==> src/rtl/frac_mult_seq.sv <==
// ---------------------------------------------------------------------------
// frac_mult_seq
//   Sequential signed fractional multiplier using add-shift (Booth-free,
//   sign-corrected). Operands are two's-complement Q0.(N-1) fractions. One
//   add-shift step runs per clock in ITER. The last step subtracts the
//   multiplicand because it handles the multiplier's sign bit. The result is
//   loaded into registered outputs when the operation completes.
//
// Parameters
//   N    operand width in bits (2..32)
//   SAT  1: saturate the -1 x -1 product to max positive, 0: wrap
//
// Ports
//   clk_i        clock, rising edge
//   rst_i        asynchronous active-high reset
//   st_i         start request, sampled only in IDLE
//   mplier_i     multiplier, Q0.(N-1)
//   mcand_i      multiplicand, Q0.(N-1)
//   product_o    full product, Q0.(2N-2), registered
//   product_r_o  product rounded half-up to Q0.(N-1), registered
//   ovf_o        last result was -1 x -1
//   busy_o       high while iterating
//   done_o       one-cycle completion pulse
// ---------------------------------------------------------------------------
module frac_mult_seq #(
  parameter int N   = 8,
  parameter bit SAT = 1'b1
) (
  input  logic           clk_i,
  input  logic           rst_i,
  input  logic           st_i,
  input  logic [N-1:0]   mplier_i,
  input  logic [N-1:0]   mcand_i,
  output logic [2*N-2:0] product_o,
  output logic [N-1:0]   product_r_o,
  output logic           ovf_o,
  output logic           busy_o,
  output logic           done_o
);

  localparam int CW = (N > 1) ? $clog2(N) : 1;

  localparam logic [1:0] S_IDLE = 2'd0;
  localparam logic [1:0] S_ITER = 2'd1;
  localparam logic [1:0] S_DONE = 2'd2;

  localparam logic [CW-1:0]  LAST_CNT = CW'(N - 1);
  localparam logic [N-1:0]   MIN_N    = {1'b1, {(N-1){1'b0}}};
  localparam logic [N-1:0]   MAXPOS_N = {1'b0, {(N-1){1'b1}}};
  localparam logic [2*N-2:0] SAT_VAL  = SAT ? {1'b0, {(2*N-2){1'b1}}}
                                            : {1'b1, {(2*N-2){1'b0}}};

  // Round half up. Clamp when the increment would carry into the sign bit.
  function automatic logic [N-1:0] round_half_up(input logic [2*N-2:0] p);
    logic [N-1:0] hi;
    hi = p[2*N-2:N-1];
    if (p[N-2] && (hi == MAXPOS_N)) begin
      round_half_up = hi;
    end else begin
      round_half_up = hi + {{(N-1){1'b0}}, p[N-2]};
    end
  endfunction

  logic [1:0]     state_q,  state_d;
  logic [CW-1:0]  cnt_q,    cnt_d;
  logic [N:0]     acc_q,    acc_d;
  logic [N-1:0]   mpl_q,    mpl_d;
  logic [N-1:0]   mcand_q,  mcand_d;
  logic           minmin_q, minmin_d;
  logic [2*N-2:0] product_q, product_d;
  logic [N-1:0]   prodr_q,  prodr_d;
  logic           ovf_q,    ovf_d;
  logic           busy_q,   busy_d;
  logic           done_q,   done_d;

  logic [N:0]     mcand_ext_s;
  logic [N:0]     addend_s;
  logic [N:0]     sum_s;
  logic           last_s;
  logic [2*N-2:0] final_s;

  // Datapath for one add-shift step and for the final result.
  always_comb begin
    last_s      = (cnt_q == LAST_CNT);
    mcand_ext_s = {mcand_q[N-1], mcand_q};
    // The sign-bit step subtracts. The N+1-bit accumulator keeps the
    // result exact, including -(-1).
    if (mpl_q[0]) begin
      addend_s = last_s ? (-mcand_ext_s) : mcand_ext_s;
    end else begin
      addend_s = {(N+1){1'b0}};
    end
    sum_s   = acc_q + addend_s;
    // Once all steps are done, {acc, mpl} holds the sign-extended product.
    // Only its low 2N-1 bits are kept.
    final_s = minmin_q ? SAT_VAL : {acc_q[N-2:0], mpl_q};
  end

  // Next-state logic for the FSM and its registers.
  always_comb begin
    state_d   = state_q;
    cnt_d     = cnt_q;
    acc_d     = acc_q;
    mpl_d     = mpl_q;
    mcand_d   = mcand_q;
    minmin_d  = minmin_q;
    product_d = product_q;
    prodr_d   = prodr_q;
    ovf_d     = ovf_q;
    busy_d    = busy_q;
    done_d    = 1'b0;
    case (state_q)
      S_IDLE: begin
        if (st_i) begin
          mpl_d    = mplier_i;
          mcand_d  = mcand_i;
          minmin_d = (mplier_i == MIN_N) && (mcand_i == MIN_N);
          acc_d    = {(N+1){1'b0}};
          cnt_d    = {CW{1'b0}};
          busy_d   = 1'b1;
          state_d  = S_ITER;
        end else begin
          state_d  = S_IDLE;
        end
      end
      S_ITER: begin
        // Arithmetic shift of {sum, mpl}. The sign comes from the true sum.
        acc_d = {sum_s[N], sum_s[N:1]};
        mpl_d = {sum_s[0], mpl_q[N-1:1]};
        if (last_s) begin
          busy_d  = 1'b0;
          state_d = S_DONE;
        end else begin
          cnt_d   = cnt_q + CW'(1);
        end
      end
      S_DONE: begin
        product_d = final_s;
        prodr_d   = round_half_up(final_s);
        ovf_d     = minmin_q;
        done_d    = 1'b1;
        state_d   = S_IDLE;
      end
      default: begin
        busy_d  = 1'b0;
        state_d = S_IDLE;
      end
    endcase
  end

  // State and output registers with asynchronous reset.
  always_ff @(posedge clk_i or posedge rst_i) begin
    if (rst_i) begin
      state_q   <= S_IDLE;
      cnt_q     <= {CW{1'b0}};
      acc_q     <= {(N+1){1'b0}};
      mpl_q     <= {N{1'b0}};
      mcand_q   <= {N{1'b0}};
      minmin_q  <= 1'b0;
      product_q <= {(2*N-1){1'b0}};
      prodr_q   <= {N{1'b0}};
      ovf_q     <= 1'b0;
      busy_q    <= 1'b0;
      done_q    <= 1'b0;
    end else begin
      state_q   <= state_d;
      cnt_q     <= cnt_d;
      acc_q     <= acc_d;
      mpl_q     <= mpl_d;
      mcand_q   <= mcand_d;
      minmin_q  <= minmin_d;
      product_q <= product_d;
      prodr_q   <= prodr_d;
      ovf_q     <= ovf_d;
      busy_q    <= busy_d;
      done_q    <= done_d;
    end
  end

  assign product_o   = product_q;
  assign product_r_o = prodr_q;
  assign ovf_o       = ovf_q;
  assign busy_o      = busy_q;
  assign done_o      = done_q;

endmodule

==> config.mk <==
export PLATFORM = sky130hd
export DESIGN_NAME = frac_mult_seq
export DESIGN_NICKNAME = d
export VERILOG_FILES = /design/src/rtl/frac_mult_seq.sv
export SDC_FILE = /design/constraint.sdc
export NUM_CORES = 1
export LEC_CHECK = 0
export BUFFER_PORTS_ARGS = -buffer_cell sky130_fd_sc_hd__buf_2
export CORE_ASPECT_RATIO = 1.1
export CORE_MARGIN = 2
export CORE_UTILIZATION = 35
export DETAILED_ROUTE_END_ITERATION = 8
export PLACE_DENSITY = 0.54
export SLEW_MARGIN = 10
export SYNTH_ARGS = -nofsm -noshare
export SYNTH_HDL_FRONTEND = slang
export SYNTH_SLANG_ARGS = --single-unit
==> constraint.sdc <==
create_clock -name clk_i -period 3.57 [get_ports clk_i]
set_input_delay 0.5355 -clock clk_i [delete_from_list [all_inputs] [get_ports clk_i]]
set_output_delay 0.5355 -clock clk_i [all_outputs]
set_load 0.005 [all_outputs]
==> results of run 1 <==
==> cell usage after synthesis, types with 2 or more instances <==
master | number | area (µm²)
a211oi_1 | 3 | 22.5
o31ai_1 | 5 | 37.5
ha_1 | 13 | 163
and2_1 | 6 | 37.5
o21a_1 | 2 | 15.0
nor4_1 | 2 | 12.5
nand3_1 | 7 | 35.0
nand2_1 | 84 | 315
nand2b_1 | 4 | 25.0
nor4b_1 | 2 | 17.5
a22o_1 | 5 | 43.8
dfrtp_1 | 56 | 1400
inv_1 | 11 | 41.3
xnor2_1 | 5 | 43.8
a21o_1 | 3 | 22.5
nor2b_1 | 7 | 43.8
or2_2 | 3 | 18.8
nand4_1 | 3 | 18.8
a21oi_1 | 17 | 85.1
xor2_1 | 7 | 61.3
clkbuf_1 | 16 | 60.1
nor2_1 | 11 | 41.3
and3_1 | 4 | 25.0
nor3_1 | 2 | 10.0
and3b_1 | 8 | 70.1
o21ai_0 | 40 | 200
o22a_1 | 2 | 17.5
==> sequential cells by signal, summed over array words and instances (netlist names) <==
name	cells
cnt_q	3
state_q	2
done_o	1
product_o	15
ovf_o	1
mcand_q	8
busy_o	1
acc_q	8
product_r_o	8
mpl_q	8
minmin_q	1
==> routing by layer <==
layer  vias to the layer above  global-route usage [%]  part of all wire, %
met1                      1159                    21.1                   50
met2                        48                    25.6                   46
met4                         0                    3.17                 0.59
met3                         4                    2.29                  3.3
li1                       1276                       -                    -
met5                         -                       0                    0
==> final cells by class <==
type | instances | area share (%)
multi-input cells | 262 | 44.5
flip-flops and latches | 56 | 40.2
repair buffers | 49 | 7.39
well taps | 111 | 3.98
clock buffers | 5 | 1.97
inverters | 11 | 1.18
clock inverters | 3 | 0.789
==> power by group <==
group / switching (W) / internal [W]
combinational: 0.000561 / 0.000524
clock: 0.000224 / 0.000145
sequential: 0.000267 / 0.000916
total: 0.00105 / 0.00158
==> worst max-delay path by stage <==
stage	start	end
floorplan	cnt_q[0]$_DFFE_PP0P_	acc_q[5]$_DFFE_PP0P_
global placement	cnt_q[0]$_DFFE_PP0P_	acc_q[5]$_DFFE_PP0P_
detailed placement	cnt_q[0]$_DFFE_PP0P_	acc_q[5]$_DFFE_PP0P_
CTS	cnt_q[0]$_DFFE_PP0P_	acc_q[5]$_DFFE_PP0P_
global route	cnt_q[0]$_DFFE_PP0P_	acc_q[5]$_DFFE_PP0P_
finish	cnt_q[0]$_DFFE_PP0P_	acc_q[5]$_DFFE_PP0P_
==> critical path, stage by stage, from the launching register on <==
cell	delay, ns
dfrtp_1	0.39
ha_1	0.16
ha_1	0.45
nand2b_1	0.13
xnor2_1	0.14
and2_1	0.15
ha_1	0.31
nor2b_1	0.16
o31a_1	0.28
o21ai_0	0.23
nand3_1	0.11
a32o_1	0.25
==> cell families after synthesis <==
logic type	count (synthesis)	synth area share, %
and+or+nand+nor	148	23.4
AOI/OAI and AO/OA	86	17.3
DFF	56	45.9
buffers and inverters	27	3.32
adders and majority gates	14	5.98
xor gates and xnor gates	12	3.44
muxes	2	0.696
==> per-stage QoR <==
step | hold slack [ns] | power [W] | util, % | setup WS [ns] | cell area (µm²)
2_1_floorplan | 0.463 | 0.00191 | - | 0.809 | 3050
3_3_place_gp | 0.445 | 0.00227 | 40.3 | 0.788 | 3390
3_5_place_dp | 0.452 | 0.00230 | 40.3 | 0.696 | 3390
4_1_cts | 0.368 | 0.00268 | 41.5 | 0.679 | 3490
5_1_grt | 0.397 | 0.00291 | 41.5 | 0.414 | 3490
6_report | 0.337 | 0.00264 | 41.5 | 0.718 | 3490
==> impl_metrics.env, run 1 <==
export IMPL_postRouteAntennaNets=0
export IMPL_path_clk_slew_ns=0.11
export IMPL_power_leakage_nw=1.69
export IMPL_clock_path_buffers=2
export IMPL_reg2reg_from="cnt_q[0]$_DFFE_PP0P_"
export IMPL_clock_sinks=56
export IMPL_setup_viol=0
export IMPL_syn_avg_cell_area_um2=8.85
export IMPL_reg2reg_slack_ns=0.72
export IMPL_cts_made_buffers=5
export IMPL_synth_cell_types=44
export IMPL_place_inst=489
export IMPL_async_reset_ff_share_pct=100
export IMPL_die_area_um2=9490
export IMPL_crit_arrival_ns=3.06
export IMPL_fin_worst_skew_ns=0.00551
export IMPL_critical_path_required_ns=3.78
export IMPL_finalCritPeriodShare_pct=79.9
export IMPL_cts_tree="done"
export IMPL_grt_first_pass_wirelength_um=11700
export IMPL_port_buffers=44
export IMPL_start_util_pct=36.3
export IMPL_rr_worst_depth=11
export IMPL_synth_edff_count=0
export IMPL_antenna_found_initial=0
export IMPL_final_common_cell="nand2_1"
export IMPL_hpwl_um=5030
export IMPL_wl_per_cell_um=13.5
export IMPL_die_y_um=102
export IMPL_status="finished clean"
export IMPL_powerDensity_nw_per_um2=756
export IMPL_multi_input_area_um2=1550
export IMPL_routed_wirelength_um=6730
export IMPL_drt_iter0_drc=104
export IMPL_relSlewSlack_pct=50.1
export IMPL_fp_dieW_um=93.1
export IMPL_grt_overflow=0
export IMPL_worstSetupStartpointType="register"
export IMPL_n_antenna_cell=0
export IMPL_ys_warn_count=0
export IMPL_max_vdd_ir_drop_mv=0.266
export IMPL_vias=2487
export IMPL_path_class="register to register"
export IMPL_drcViolationCount=0
export IMPL_drv_slew=0
export IMPL_reg2reg_to="acc_q[5]$_DFFE_PP0P_"
export IMPL_final_setup_tns_ns=0
export IMPL_seqCellArea_um2=1400
export IMPL_io_pins=45
export IMPL_drive_gt1_share_pct=16.8
export IMPL_synth_nets=378
export IMPL_vias_per_cell=5.00
export IMPL_drv_cap=0
export IMPL_postCtsSetupBuffers=0
export IMPL_worst_slew_pin_transition_ns=0.748
export IMPL_coreArea_um2=8410
export IMPL_grt_max_degree=37
export IMPL_yosysSeqAreaShare_pct=45.9
export IMPL_root_buffer="clkbuf_8"
export IMPL_instances_no_fill=497
export IMPL_worstSetupEndpointType="register"
export IMPL_rsz0062_at_grt="false"
export IMPL_fin_nets=418
export IMPL_rows=35
export IMPL_cts_resized=0
export IMPL_first_pass_iters=6
export IMPL_grt_total_usage_pct=15.2
export IMPL_path_max_fanout=16
export IMPL_synth_area_um2=3050
export IMPL_htreeDepth=2
export IMPL_hp_class="input port to asynchronous set/reset pin"
export IMPL_syn2layout_area_growth_pct=14.2
export IMPL_fmax_mhz=351
export IMPL_period_needed_ns=2.85
export IMPL_place_congestion=0.804
export IMPL_syn_inst=345
export IMPL_ys_ff_latch=56
export IMPL_hold_violations=0
export IMPL_final_cell_mix="nand2_1 (84), dfrtp_1 (56), buf_2 (44), o21ai_0 (40), a21oi_1 (17)"
export IMPL_nFillCells=884
export IMPL_grt_pass1_vias=2343
export IMPL_cts_hold_buf=0
export IMPL_clock_latency_ns=0.31
export IMPL_synth_main_ff_cell="dfrtp_1"
Note: power is estimated with default switching activity, not from simulation.
==> run 2: changes to the inputs <==
--- a/config.mk
+++ b/config.mk
@@ -10,7 +10,7 @@
 export CORE_MARGIN = 2
 export CORE_UTILIZATION = 35
 export DETAILED_ROUTE_END_ITERATION = 8
-export PLACE_DENSITY = 0.54
+export PLACE_DENSITY = 0.56
 export SLEW_MARGIN = 10
 export SYNTH_ARGS = -nofsm -noshare
 export SYNTH_HDL_FRONTEND = slang
==> constraint.sdc (replaced) <==
create_clock -name clk_i -period 2.45 [get_ports clk_i]
set_input_delay 0.3675 -clock clk_i [delete_from_list [all_inputs] [get_ports clk_i]]
set_output_delay 0.3675 -clock clk_i [all_outputs]
set_load 0.005 [all_outputs]
==> run 2 against run 1 <==
Compared with the run above: the run now ends with negative setup slack left; via count up 5.8%; wire length is 8.1% higher; setup slack worse by 0.80 ns; clock skew increased by 0.0053 ns; combinational power rose by 91%; first-iteration DRC count decreased by 33%; count of clock-buffer cells in the layout stayed put; worst hold slack got worse by 0.23 ns; sequential share of layout area is 3.8 points lower; design area grew 11%; non-clock buffer count is 29 higher; final cell count up 5.8%; largest cell class unchanged.
==> impl_metrics.env, run 2 (synthesis results as in run 1) <==
export IMPL_die_y_um=102
export IMPL_hold_violations=0
export IMPL_syn2layout_area_growth_pct=26.2
export IMPL_grtUsageMet3_pct=2.65
export IMPL_period_needed_ns=2.53
export IMPL_grt_first_pass_wirelength_um=12500
export IMPL_power_share_sequential_pct=39.5
export IMPL_grt_total_usage_pct=16.3
export IMPL_place_inst=512
export IMPL_final_cell_mix="nand2_1 (82), dfrtp_1 (56), buf_2 (44), o21ai_0 (35), buf_4 (33)"
export IMPL_finalCritPeriodShare_pct=103
export IMPL_first_pass_iters=4
export IMPL_wl_per_cell_um=13.8
export IMPL_grt_max_degree=31
export IMPL_nFillCells=888
export IMPL_grt_pass1_vias=2587
export IMPL_fmax_mhz=395
export IMPL_postRouteAntennaNets=0
export IMPL_rsz0062_at_grt="true"
export IMPL_powerDensity_nw_per_um2=1120
export IMPL_path_class="register to register"
export IMPL_vias=2632
export IMPL_drv_slew=0
export IMPL_crit_arrival_ns=2.75
export IMPL_vias_per_cell=5.00
export IMPL_p_sw_w=0.00171
export IMPL_instances_no_fill=526
export IMPL_clock_latency_ns=0.32
export IMPL_reg2reg_to="acc_q[7]$_DFFE_PP0P_"
export IMPL_relSlewSlack_pct=59.9
export IMPL_worstSetupEndpointType="register"
export IMPL_dpl_cell_area_um2=3630
export IMPL_fin_worst_skew_ns=0.0108
export IMPL_drcViolationCount=0
export IMPL_design_area_um2=3850
export IMPL_n_antenna_cell=0
export IMPL_drt_iter0_drc=70
export IMPL_port_buffers=44
export IMPL_use_met1_pct=20.5
export IMPL_antenna_found_initial=0
export IMPL_clock_sinks=56
export IMPL_status="finished, violations left"
export IMPL_setup_viol=3
export IMPL_cts_tree="done"
export IMPL_switching_share_pct=39.5
export IMPL_largest_reg_flops=15
export IMPL_fp_dieW_um=93.1
export IMPL_grt_overflow=0
export IMPL_cts_made_buffers=5
export IMPL_cts_hold_buf=0
export IMPL_seqCellArea_um2=1400
export IMPL_coreArea_um2=8410
export IMPL_rows=35
export IMPL_multi_input_area_um2=1690
export IMPL_rr_worst_depth=12
export IMPL_worstSetupStartpointType="register"
export IMPL_final_common_cell="nand2_1"
export IMPL_busiest_layer="met2"
export IMPL_dpl_worst_slack_ns=-0.134
export IMPL_p_comb_share_pct=47.7
export IMPL_worst_slack_ns=-0.0809
export IMPL_path_clk_slew_ns=0.12
export IMPL_start_util_pct=36.3
export IMPL_hpwl_um=5350
export IMPL_reg2reg_from="mcand_q[0]$_DFFE_PP0P_"
export IMPL_io_pins=45
export IMPL_reg2reg_slack_ns=-0.08
export IMPL_max_vdd_ir_drop_mv=0.591
export IMPL_routed_wirelength_um=7280
export IMPL_grt_use_met2_pct=29.5
export IMPL_critical_path_required_ns=2.67
export IMPL_die_area_um2=9490
export IMPL_htreeDepth=2
export IMPL_worst_slew_pin_transition_ns=0.601
export IMPL_place_congestion=0.754
export IMPL_path_max_fanout=4
export IMPL_fin_nets=447
export IMPL_drive_gt1_share_pct=28.0
export IMPL_finish_utilization_pct=45.8
export IMPL_power_frac_clock_pct=12.8
export IMPL_root_buffer="clkbuf_8"
export IMPL_violations="negative setup slack"
export IMPL_clock_path_buffers=2
export IMPL_power_leakage_nw=1.85
export IMPL_hp_class="input port to asynchronous set/reset pin"
export IMPL_p_int_w=0.00262
export IMPL_drv_cap=0
run 2: changes by cell type in the layout (fill, tap and decap cells not counted), sizes merged:
cell,change
buf,+29
run 2: worst max-delay path by stage:
stage | from | endpoint | slack [ns] | cells after the start
2_1_floorplan | cnt_q[0]$_DFFE_PP0P_ | acc_q[5]$_DFFE_PP0P_ | -0.03 | 12
3_3_place_gp | cnt_q[0]$_DFFE_PP0P_ | acc_q[5]$_DFFE_PP0P_ | -0.08 | 11
3_5_place_dp | mcand_q[0]$_DFFE_PP0P_ | acc_q[7]$_DFFE_PP0P_ | -0.13 | 12
4_1_cts | mcand_q[0]$_DFFE_PP0P_ | acc_q[7]$_DFFE_PP0P_ | -0.09 | 12
5_1_grt | mcand_q[0]$_DFFE_PP0P_ | acc_q[7]$_DFFE_PP0P_ | -0.21 | 12
6_report | mcand_q[0]$_DFFE_PP0P_ | acc_q[7]$_DFFE_PP0P_ | -0.08 | 12
run 2: through the flow:
step	TNS, ns	power [W]	hold slack (ns)
3_5_place_dp	-0.322	0.00364	0.451
6_report	-0.140	0.00433	0.104
3_3_place_gp	-0.175	0.00360	0.447
2_1_floorplan	-0.0382	0.00286	0.463
5_1_grt	-0.651	0.00471	0.150
4_1_cts	-0.181	0.00430	0.129
run 2: cell type report:
class / count / share of cell area (%)
multi-input combinational: 262 / 43.8
sequential: 56 / 36.4
timing repair buffer: 78 / 12.7
tap: 111 / 3.60
clock buffer: 5 / 1.79
inverter: 11 / 1.07
clock inverter: 3 / 0.714
run 2: power by group through the flow:
stage / registers [W] / logic, W / clock network (W)
3_5_place_dp: 0.00173 / 0.00191 / 0
6_report: 0.00171 / 0.00206 / 0.000554
2_1_floorplan: 0.00166 / 0.00121 / 0
5_1_grt: 0.00178 / 0.00232 / 0.000610
3_3_place_gp: 0.00171 / 0.00188 / 0
4_1_cts: 0.00171 / 0.00202 / 0.000567
run 2: worst max-delay path, stage by stage, from the launching register on:
cell      delay (ns)
dfrtp_1         0.40
inv_2           0.08
ha_4            0.13
or3b_4          0.40
o31ai_4         0.19
xor2_1          0.16
nor2b_1         0.06
ha_1            0.34
nand2_1         0.06
o21ai_1         0.16
o21ai_2         0.10
xnor2_1         0.13
o311ai_1        0.24
run 2: what timing repair did:
action | in CTS | in global routing
gates resized for setup | 9 | 10
setup endpoints to repair | 3 | 6
buffers inserted | 5 | 1
pin swaps | 10 | 6
cloned | 0 | 0
run 2: routing by layer:
layer | wire, µm | up-vias
li1 | - | 1331
met1 | 3380 | 1249
met2 | 3610 | 44
met3 | 208 | 8
met4 | 80 | 0
met5 | 0 | -
==> run 3: changes to the inputs <==
--- a/config.mk
+++ b/config.mk
@@ -5,7 +5,7 @@
 export SDC_FILE = /design/constraint.sdc
 export NUM_CORES = 1
 export LEC_CHECK = 0
-export BUFFER_PORTS_ARGS = -buffer_cell sky130_fd_sc_hd__buf_2
+export BUFFER_PORTS_ARGS = -buffer_cell sky130_fd_sc_hd__buf_4
 export CORE_ASPECT_RATIO = 1.1
 export CORE_MARGIN = 2
 export CORE_UTILIZATION = 35
==> constraint.sdc (replaced) <==
create_clock -name clk_i -period 2.45 [get_ports clk_i]
set_input_delay 0.49 -clock clk_i [delete_from_list [all_inputs] [get_ports clk_i]]
set_output_delay 0.49 -clock clk_i [all_outputs]
set_load 0.005 [all_outputs]
==> run 3 against run 2 <==
Compared with the run above: via count shrank 2.2%; first-iteration DRC count grew 17%; count of clock-buffer cells in the layout is the same; the flow still finishes with violations (negative setup slack); clock skew shrank 0.0018 ns; design area grew 2.0%; largest cell class unchanged; register-to-register slack is essentially flat; die area is the same; setup slack gained 0.014 ns; largest power group unchanged.
==> impl_metrics.env, run 3 (synthesis results as in run 1) <==
export IMPL_root_buffer="clkbuf_8"
export IMPL_path_clk_slew_ns=0.11
export IMPL_routed_wirelength_um=7080
export IMPL_period_needed_ns=2.52
export IMPL_clock_path_buffers=2
export IMPL_max_vdd_ir_drop_mv=0.431
export IMPL_antenna_found_initial=0
export IMPL_cts_tree="done"
export IMPL_start_util_pct=36.3
export IMPL_htreeDepth=2
export IMPL_clock_latency_ns=0.31
export IMPL_place_congestion=0.797
export IMPL_rows=35
export IMPL_status="finished, violations left"
export IMPL_grt_total_usage_pct=15.9
export IMPL_grt_overflow=0
export IMPL_power_w=0.00441
export IMPL_worst_slack_ns=-0.0666
export IMPL_drt_iter0_drc=82
export IMPL_final_common_cell="nand2_1"
export IMPL_final_cell_mix="nand2_1 (82), buf_4 (76), dfrtp_1 (56), o21ai_0 (34), a21oi_1 (15)"
export IMPL_io_pins=45
export IMPL_worst_slew_pin_transition_ns=0.607
export IMPL_grt_pass1_vias=2581
export IMPL_hold_violations=0
export IMPL_vias_per_cell=4.90
export IMPL_instances_no_fill=525
export IMPL_drive_gt1_share_pct=27.3
export IMPL_finalCritPeriodShare_pct=103
export IMPL_port_buffers=44
export IMPL_design_area_um2=3930
export IMPL_drv_cap=0
export IMPL_relSlewSlack_pct=59.5
export IMPL_place_inst=513
export IMPL_largest_reg_flops=15
export IMPL_hpwl_um=5320
export IMPL_postRouteAntennaNets=0
export IMPL_power_leakage_nw=1.88
export IMPL_n_antenna_cell=0
export IMPL_path_class="register to register"
export IMPL_first_pass_iters=4
export IMPL_drcViolationCount=0
export IMPL_violations="negative setup slack"
export IMPL_rsz0062_at_grt="true"
export IMPL_holdWs_ns=0.202
export IMPL_clock_sinks=56
export IMPL_fin_worst_skew_ns=0.00898
export IMPL_die_area_um2=9490
export IMPL_final_setup_tns_ns=-0.131
export IMPL_cts_hold_buf=0
export IMPL_fin_nets=446
export IMPL_worstSetupEndpointType="register"
export IMPL_grt_max_degree=34
export IMPL_drv_slew=0
export IMPL_worstSetupStartpointType="register"
export IMPL_cts_made_buffers=5
export IMPL_path_max_fanout=3
export IMPL_die_y_um=102
export IMPL_hp_class="input port to asynchronous set/reset pin"
export IMPL_fp_dieW_um=93.1
export IMPL_dpl_cell_area_um2=3750
export IMPL_critical_path_required_ns=2.66
export IMPL_crit_arrival_ns=2.73
export IMPL_grt_first_pass_wirelength_um=12200
export IMPL_coreArea_um2=8410
export IMPL_vias=2573
export IMPL_setup_viol=2
export IMPL_syn2layout_area_growth_pct=28.8
export IMPL_fmax_mhz=397
export IMPL_powerDensity_nw_per_um2=1120
export IMPL_wl_per_cell_um=13.5
run 3: where the power goes:
| group | internal (W) | switching [W] | total [W] |
|---|---|---|---|
| Combinational | 0.00118 | 0.000987 | 0.00217 |
| Clock | 0.000211 | 0.000330 | 0.000541 |
| Sequential | 0.00134 | 0.000367 | 0.00170 |
| Total | 0.00273 | 0.00168 | 0.00441 |
run 3: worst paths after layout:
| check | start | endpoint | slack, ns | cells after the start |
|---|---|---|---|---|
| max | mcand_q[0]$_DFFE_PP0P_ | acc_q[5]$_DFFE_PP0P_ | -0.07 | 12 |
| min | rst_i | product_o[3]$_DFFE_PP0P_ | 0.20 | 2 |
| max reg2reg | mcand_q[0]$_DFFE_PP0P_ | acc_q[5]$_DFFE_PP0P_ | -0.07 | 12 |
| min reg2reg | product_o[4]$_DFFE_PP0P_ | product_o[4]$_DFFE_PP0P_ | 0.48 | 2 |
| max in group asynchronous | rst_i | cnt_q[2]$_DFFE_PP0P_ | 1.69 | 3 |
| min in group clk_i | mcand_i[4] | mcand_q[4]$_DFFE_PP0P_ | 0.37 | 3 |
run 3: layout make-up:
cell class | instances | area, µm²
clock buffer | 5 | 68.8
clock inverter | 3 | 27.5
fill | 865 | 4480
inverter | 11 | 41.3
multi-input combinational | 262 | 1660
sequential | 56 | 1400
tap | 111 | 139
timing repair buffer | 77 | 591
run 3: repair_timing:
| action | 4_1_cts | 5_1_grt |
|---|---|---|
| resized for setup | 6 | 10 |
| buffers inserted | 4 | 0 |
| pin swaps | 7 | 5 |
| setup endpoints to repair | 3 | 5 |
run 3: through the flow:
| step | worst slack [ns] | utilization (%) |
|---|---|---|
| after floorplan | -0.0293 | - |
| after global placement | -0.0649 | 44.6 |
| after detailed placement | -0.180 | 44.6 |
| after CTS | -0.0974 | 46.5 |
| after global routing | -0.235 | 46.8 |
| final | -0.0666 | 46.8 |
run 3: critical path, stage by stage (launching register included):
cell and delay [ns]:
dfrtp_1 0.40, inv_2 0.08, ha_4 0.13, or3b_4 0.40
nand2_2 0.07, xor2_1 0.13, nor2b_1 0.06, ha_1 0.30
o21a_1 0.12, o31a_1 0.19, o21ai_1 0.09, a21o_1 0.19
a32o_1 0.24
run 3: per-layer routing:
| layer | wire length [µm] | vias up | global-route usage [%] |
|---|---|---|---|
| li1 | - | 1330 | - |
| met1 | 3290 | 1203 | 20.1 |
| met2 | 3550 | 35 | 29.3 |
| met3 | 187 | 5 | 1.77 |
| met4 | 53 | 0 | 3.73 |
| met5 | 0 | - | 0 |
